===== config.mk =====
export PLATFORM = sky130hd
export DESIGN_NAME = board_eval
export DESIGN_NICKNAME = d
export VERILOG_FILES = /design/src/rtl/board_eval.sv
export SDC_FILE = /design/constraint.sdc
export NUM_CORES = 1
export LEC_CHECK = 0
export ABC_CLOCK_PERIOD_IN_PS = 9400
export CELL_PAD_IN_SITES_DETAIL_PLACEMENT = 1
export CELL_PAD_IN_SITES_GLOBAL_PLACEMENT = 1
export CORE_MARGIN = 1.5
export CORE_UTILIZATION = 44
export DETAILED_ROUTE_END_ITERATION = 12
export DONT_BUFFER_PORTS = 1
export PLACE_DENSITY = 0.74
export SKIP_LAST_GASP = 1
export SLEW_MARGIN = 5
export SYNTH_ARGS = -nofsm -noshare
export SYNTH_HDL_FRONTEND = slang
export SYNTH_SLANG_ARGS = --single-unit

===== constraint.sdc =====
create_clock -name clk -period 9.4 [get_ports clk]
set_input_delay 1.41 -clock clk [delete_from_list [all_inputs] [get_ports clk]]
set_output_delay 1.41 -clock clk [all_outputs]
set_load 0.02 [all_outputs]

===== src/rtl/board_eval.sv =====
// board_eval -- Avalon-MM chess material evaluator.
//
// Software programs a source base, a board count and a destination base
// through the slave port, then writes the start register. For each board
// the engine reads 16 words (64 squares, one signed byte per square,
// little-endian inside each word). It sums the material and writes one
// signed 32-bit score per board to dst + 4*b. It also tracks the
// best-scoring board and counts bytes that hold no legal piece code.
//
// Ports
//   clk, rst                 clock, synchronous active-high reset
//   slave_*                  Avalon-MM register slave (4-bit word address)
//   master_*                 Avalon-MM memory master (byte address)
//
// Register map (word index)
//   0 W: start   R: status, bit0 = done
//   1 src base   2 count (CNT_W bits)   3 dst base
//   4 best_idx   5 best_score           6 err_count
//   Other addresses read as 0 and ignore writes.
module board_eval #(
    parameter int CNT_W = 16
) (
    input  logic        clk,
    input  logic        rst,
    output logic        slave_waitrequest,
    input  logic [3:0]  slave_address,
    input  logic        slave_read,
    input  logic        slave_write,
    output logic [31:0] slave_readdata,
    input  logic [31:0] slave_writedata,
    input  logic        master_waitrequest,
    output logic [31:0] master_address,
    output logic        master_read,
    output logic        master_write,
    input  logic [31:0] master_readdata,
    input  logic        master_readdatavalid,
    output logic [31:0] master_writedata
);

    typedef enum logic [2:0] {
        IDLE,
        RD_REQ,
        RD_WAIT,
        WR,
        NEXT,
        DONE
    } state_t;

    state_t state_reg, state_next;

    logic [31:0]        src_reg;
    logic [31:0]        dst_reg;
    logic [CNT_W-1:0]   count_reg;
    logic [CNT_W-1:0]   b_reg;
    logic [3:0]         w_reg;
    logic signed [31:0] acc_reg;
    logic signed [31:0] best_score_reg;
    logic [31:0]        best_idx_reg;
    logic [31:0]        err_count_reg;

    logic idle;
    logic start;
    logic b_last;
    logic [31:0] b_ext;
    logic [31:0] rd_addr;
    logic [31:0] wr_addr;

    // Writes to the configuration registers and the start strobe are only
    // honoured while the engine is parked.
    assign idle   = (state_reg == IDLE) || (state_reg == DONE);
    assign start  = slave_write && (slave_address == 4'd0) && idle;
    assign b_last = (({1'b0, b_reg} + 1'b1) == {1'b0, count_reg});
    assign b_ext  = 32'(b_reg);
    assign rd_addr = src_reg + (b_ext << 6) + {26'd0, w_reg, 2'b00};
    assign wr_addr = dst_reg + (b_ext << 2);

    // ------------------------------------------------------------------
    // Per-byte piece decode. The magnitude of the signed byte selects the
    // piece class and the sign selects the side. A magnitude above 48
    // is an illegal code: it scores 0 and is counted.
    // ------------------------------------------------------------------
    logic [3:0][31:0] byte_val;
    logic [3:0]       byte_err;

    for (genvar gi = 0; gi < 4; gi++) begin : g_byte
        logic [7:0] raw;
        logic [7:0] mag;
        logic [9:0] piece;

        assign raw   = master_readdata[8*gi +: 8];
        assign mag   = raw[7] ? (8'd0 - raw) : raw;
        assign piece = (mag == 8'd0)  ? 10'd0   :
                       (mag <= 8'd8)  ? 10'd100 :
                       (mag <= 8'd18) ? 10'd500 :
                       (mag <= 8'd28) ? 10'd320 :
                       (mag <= 8'd38) ? 10'd330 :
                       (mag <= 8'd47) ? 10'd900 : 10'd0;
        assign byte_err[gi] = (mag > 8'd48);
        assign byte_val[gi] = raw[7] ? (32'd0 - 32'(piece)) : 32'(piece);
    end

    logic signed [31:0] word_sum;
    logic [2:0]         err_inc;
    logic [32:0]        err_sum;
    logic [31:0]        err_sat;

    assign word_sum = $signed(byte_val[0]) + $signed(byte_val[1])
                    + $signed(byte_val[2]) + $signed(byte_val[3]);
    assign err_inc  = 3'(byte_err[0]) + 3'(byte_err[1])
                    + 3'(byte_err[2]) + 3'(byte_err[3]);
    // Saturate by checking the carry out of a 33-bit add.
    assign err_sum  = {1'b0, err_count_reg} + 33'(err_inc);
    assign err_sat  = err_sum[32] ? 32'hFFFF_FFFF : err_sum[31:0];

    // ------------------------------------------------------------------
    // FSM: state register
    // ------------------------------------------------------------------
    always_ff @(posedge clk) begin
        if (rst) begin
            state_reg <= IDLE;
        end else begin
            state_reg <= state_next;
        end
    end

    // FSM: next state and master outputs. The master outputs depend only on
    // registered state, so they hold steady while waitrequest stalls them.
    always_comb begin
        state_next       = state_reg;
        master_read      = 1'b0;
        master_write     = 1'b0;
        master_address   = 32'd0;
        master_writedata = 32'd0;
        case (state_reg)
            IDLE, DONE: begin
                if (start) begin
                    state_next = (count_reg == '0) ? DONE : RD_REQ;
                end
            end
            RD_REQ: begin
                master_read    = 1'b1;
                master_address = rd_addr;
                if (!master_waitrequest) begin
                    state_next = RD_WAIT;
                end
            end
            RD_WAIT: begin
                if (master_readdatavalid) begin
                    state_next = (w_reg == 4'd15) ? WR : RD_REQ;
                end
            end
            WR: begin
                master_write     = 1'b1;
                master_address   = wr_addr;
                master_writedata = acc_reg;
                if (!master_waitrequest) begin
                    state_next = NEXT;
                end
            end
            NEXT: begin
                state_next = b_last ? DONE : RD_REQ;
            end
            default: begin
                state_next = IDLE;
            end
        endcase
    end

    // ------------------------------------------------------------------
    // Datapath and configuration registers
    // ------------------------------------------------------------------
    always_ff @(posedge clk) begin
        if (rst) begin
            src_reg        <= 32'd0;
            dst_reg        <= 32'd0;
            count_reg      <= '0;
            b_reg          <= '0;
            w_reg          <= 4'd0;
            acc_reg        <= 32'sd0;
            best_score_reg <= 32'sh8000_0000;
            best_idx_reg   <= 32'hFFFF_FFFF;
            err_count_reg  <= 32'd0;
        end else begin
            if (idle && slave_write) begin
                case (slave_address)
                    4'd1:    src_reg   <= slave_writedata;
                    4'd2:    count_reg <= slave_writedata[CNT_W-1:0];
                    4'd3:    dst_reg   <= slave_writedata;
                    default: ;
                endcase
            end

            if (start) begin
                b_reg          <= '0;
                w_reg          <= 4'd0;
                acc_reg        <= 32'sd0;
                best_score_reg <= 32'sh8000_0000;
                best_idx_reg   <= 32'hFFFF_FFFF;
                err_count_reg  <= 32'd0;
            end

            case (state_reg)
                RD_WAIT: begin
                    if (master_readdatavalid) begin
                        acc_reg       <= acc_reg + word_sum;
                        err_count_reg <= err_sat;
                        // Wraps 15 -> 0, which is the next board's first word.
                        w_reg         <= w_reg + 4'd1;
                    end
                end
                NEXT: begin
                    // Strict compare: on a tie the earlier board stays best.
                    if (acc_reg > best_score_reg) begin
                        best_score_reg <= acc_reg;
                        best_idx_reg   <= b_ext;
                    end
                    b_reg   <= b_reg + 1'b1;
                    w_reg   <= 4'd0;
                    acc_reg <= 32'sd0;
                end
                default: ;
            endcase
        end
    end

    // ------------------------------------------------------------------
    // Slave port. A status read that arrives mid-run is held off until the
    // run finishes (or a reset returns the engine to IDLE).
    // ------------------------------------------------------------------
    assign slave_waitrequest = slave_read && (slave_address == 4'd0) && !idle;

    always_comb begin
        slave_readdata = 32'd0;
        if (slave_read) begin
            case (slave_address)
                4'd0:    slave_readdata = {31'd0, state_reg == DONE};
                4'd1:    slave_readdata = src_reg;
                4'd2:    slave_readdata = 32'(count_reg);
                4'd3:    slave_readdata = dst_reg;
                4'd4:    slave_readdata = best_idx_reg;
                4'd5:    slave_readdata = best_score_reg;
                4'd6:    slave_readdata = err_count_reg;
                default: slave_readdata = 32'd0;
            endcase
        end
    end

endmodule


==> impl_metrics.csv <==
group,metric,value,unit
run_status,status,"finished, final reports clean",
yosys,synth_seq_area_share,23.40,%
critical_path,arrival,8.97,ns
pwr,total_power,4.733,mW
placed_design,pre_cts_slack,0.4285,ns
yosys,synth_async_sr_flop_share,0,%
yosys,synth_compound_area_share,22.70,%
yosys,synth_nets,2872,
critical_path,timing.rr.start,"acc_reg[2]",
yosys,yosysTopAreaCell,"dfxtp_1",
clock_network,cts.repair.resized,0,
yosys,synth_top_area_share,23.40,%
critical_path,crit_start,"master_readdata[8]",
yosys,synthMuxAreaShare,3.013,%
clock_network,insertion_delay,0.55,ns
sta,tightest_slew,1.236,ns
clock_network,cts_tree,"yes",
yosys,synth-adder-area-share,17.24,%
detailed_routing,routedWlPerCell,21.43,um
yosys,yosys_warnings,0,
yosys,netlist_area,19770,sq um
critical_path,path_class,"in -> reg",
min_path,hold_class,"reg -> reg",
placed_design,dp_hpwl,50430,um
sta,setup_ws,0.9202,ns
clock_network,hold_buffers,0,
yosys,netlist_instances,2582,
clock_network,cts_setup_buffers,0,
die,ios,173,
yosys,synthDistinctLibCells,90,
global_route,grt_pass1_wl,107800,um
placed_design,gp_congestion,0.8606,
sta,finClkSkew,0.01759,ns
final_layout,diodes,0,
detailed_routing,drc,0,
die,core_area,44320,sq um
pwr,powerDensity,225.0,nW/um^2
die,start_util,44.60,%
die,num_rows,77,
sta,fin_crit,8.480,ns
sta,setup_viol_count_final,0,
yosys,post-synth-top-count-cell,"nand2_1",
final_layout,fin_area,21040,sq um
global_route,grt_pass1_vias,19470,
yosys,synth.avg_cell_area,7.655,sq um
yosys,synthTopCellsByArea,"dfxtp_1, fa_1, ha_1",
sta,hold_violations,0,
yosys,synthTopCellsByCount,"nand2_1, inv_1, a21oi_1, dfxtp_1, nor2_1",
detailed_routing,wl,66500,um
sta,max_freq,117.9,MHz
yosys,synthSimpleGateAreaFrac,19.99,%
critical_path,required,9.89,ns
global_route,antenna_found_initial,0,
global_route,overflow,0,
yosys,synth_top_family_by_area,"compound AO/OA/AOI/OAI gates",
job,drv_cap,0,
die,die_area,46200,sq um
sta,fin_crit_sh,90.21,%
clock_network,cts-buffers-inserted,26,
clock_network,clk_path_buf_depth,3,
detailed_routing,viasPerCell,5.976,
pwr,irDropWorstVdd,0.0001262,V
placed_design,port_buffers,0,
global_route,grt_max_degree,173,
sta,rsz0062_at_grt,"false",
clock_network,cts_max_level,1,
sta,slew_headroom,17.61,%
clock_network,cts_root_buffer,"clkbuf_16",
sta,slew_violations,0,
sta,hold_ws,0.4675,ns
min_path,min_from,"acc_reg[0]",
die,dieHeight,215.0,um
critical_path,end_kind,"register",
yosys,synthXorXnorAreaFrac,6.096,%
global_route,grtUsageTotal,28.68,%
critical_path,startpoint_type,"input port",
placed_design,placed_area,20190,sq um
final_layout,syn_to_final_growth,6.437,%
yosys,synth_edf_count,0,
clock_network,clkTransAtPathRegs,0.06,ns
detailed_routing,postRouteAntennaNets,0,
clock_network,clock-sinks,231,
detailed_routing,dr_total_vias,18544,
sta,tns,0,ns
yosys,synth_ff_type,"dfxtp_1",
final_layout,final_nets,2786,
final_layout,drive_above_1_share,4.301,%
critical_path,path_max_fanout,19,
yosys,ys_ff_latch,231,
detailed_routing,drt_iter0_markers,1197,
pwr,leakage,8.444,nW
detailed_routing,dr.pass1.iters,6,
die,die_w,215.0,um
==> worst paths after layout <==
path / to / slack [ns] / cells past startpoint
worst min register to register: acc_reg[0] / 0.47 / 2
worst max register to register: acc_reg[24] / 4.41 / 18
worst max-delay path: acc_reg[23] / 0.92 / 28
worst min-delay path: acc_reg[0] / 0.47 / 2
==> power breakdown <==
| part | internal [mW] | total [mW] | switching (mW) | leakage, nW |
|---|---|---|---|---|
| Combinational | 0.968 | 2.48 | 1.51 | 6.15 |
| Sequential | 1.09 | 1.21 | 0.115 | 1.87 |
| Clock | 0.621 | 1.05 | 0.428 | 0.422 |
| Total | 2.68 | 4.73 | 2.05 | 8.44 |
==> cell usage in the layout, fill, tap and decap left out, types with 19 or more instances in the layout <==
cell	netlist	final
fa_1	94	94
nand3_1	73	73
nand2_1	328	327
and3_1	49	49
clkbuf_16	0	27
buf_4	1	28
or3_1	19	19
mux2i_1	55	55
a21oi_1	231	231
xnor2_1	77	77
o22ai_1	31	31
nor2b_1	25	25
a21o_1	48	48
inv_1	241	241
xor2_1	58	58
nand4_1	26	26
nor3_1	53	49
dfxtp_1	231	231
nor2_1	200	198
a22oi_1	83	83
a31oi_1	36	36
ha_1	122	122
o21ai_0	114	114
==> cell families (layout without fill, tap and decap cells) <==
group,Yosys count,after routing
adders and majority gates,216,216
buffers and inverters,385,314
DFF,231,231
AOI/OAI and AO/OA,699,699
muxes,59,59
xor gates and xnor gates,136,136
and+or+nand+nor,856,856
==> area by class of cell <==
| class | count | area (sq um) |
|---|---|---|
| clock buffers | 38 | 777.0 |
| well taps | 592 | 740.7 |
| clock inverters | 5 | 75.07 |
| multi-input cells | 1966 | 13690 |
| fillers | 5512 | 23280 |
| repair buffers | 28 | 210.2 |
| inverters | 243 | 917.1 |
| flip-flops and latches | 231 | 4624 |
==> metal layers <==
| layer | up-vias | GRT usage [%] | wire length, um |
|---|---|---|---|
| met5 | - | 0 | 0 |
| met4 | 0 | 6.737 | 1348 |
| met3 | 80 | 3.765 | 3405 |
| met2 | 395 | 49.98 | 31920 |
| met1 | 9249 | 37.49 | 29820 |
| li1 | 8820 | - | - |
==> per-stage QoR <==
| step | std cells | util (%) |
|---|---|---|
| 2_1_floorplan | 2582 | - |
| 3_3_place_gp | 3060 | 45.55 |
| 3_5_place_dp | 3060 | 45.55 |
| 4_1_cts | 3103 | 47.47 |
| 5_1_grt | 3103 | 47.47 |
| 6_report | 3103 | 47.47 |
==> worst max-delay path: stages <==
cell	delay [ns]
inv_1	0.08
ha_1	0.27
or3b_1	0.42
or3_1	0.36
a31oi_2	0.33
or2_2	0.22
nand2_1	0.10
inv_1	0.09
ha_1	0.17
o31a_2	0.14
a22o_1	0.18
nand2_2	0.10
o21ai_4	0.69
clkinv_4	0.21
xnor2_1	0.24
fa_1	0.48
fa_1	0.53
fa_1	0.43
ha_1	0.38
and3_1	0.22
nand3_1	0.09
o32ai_1	0.54
a21oi_1	0.20
o21ai_0	0.30
a21o_1	0.19
a21oi_1	0.09
or4_1	0.42
nand3_1	0.08
Note: power is estimated with default switching activity, not from simulation.
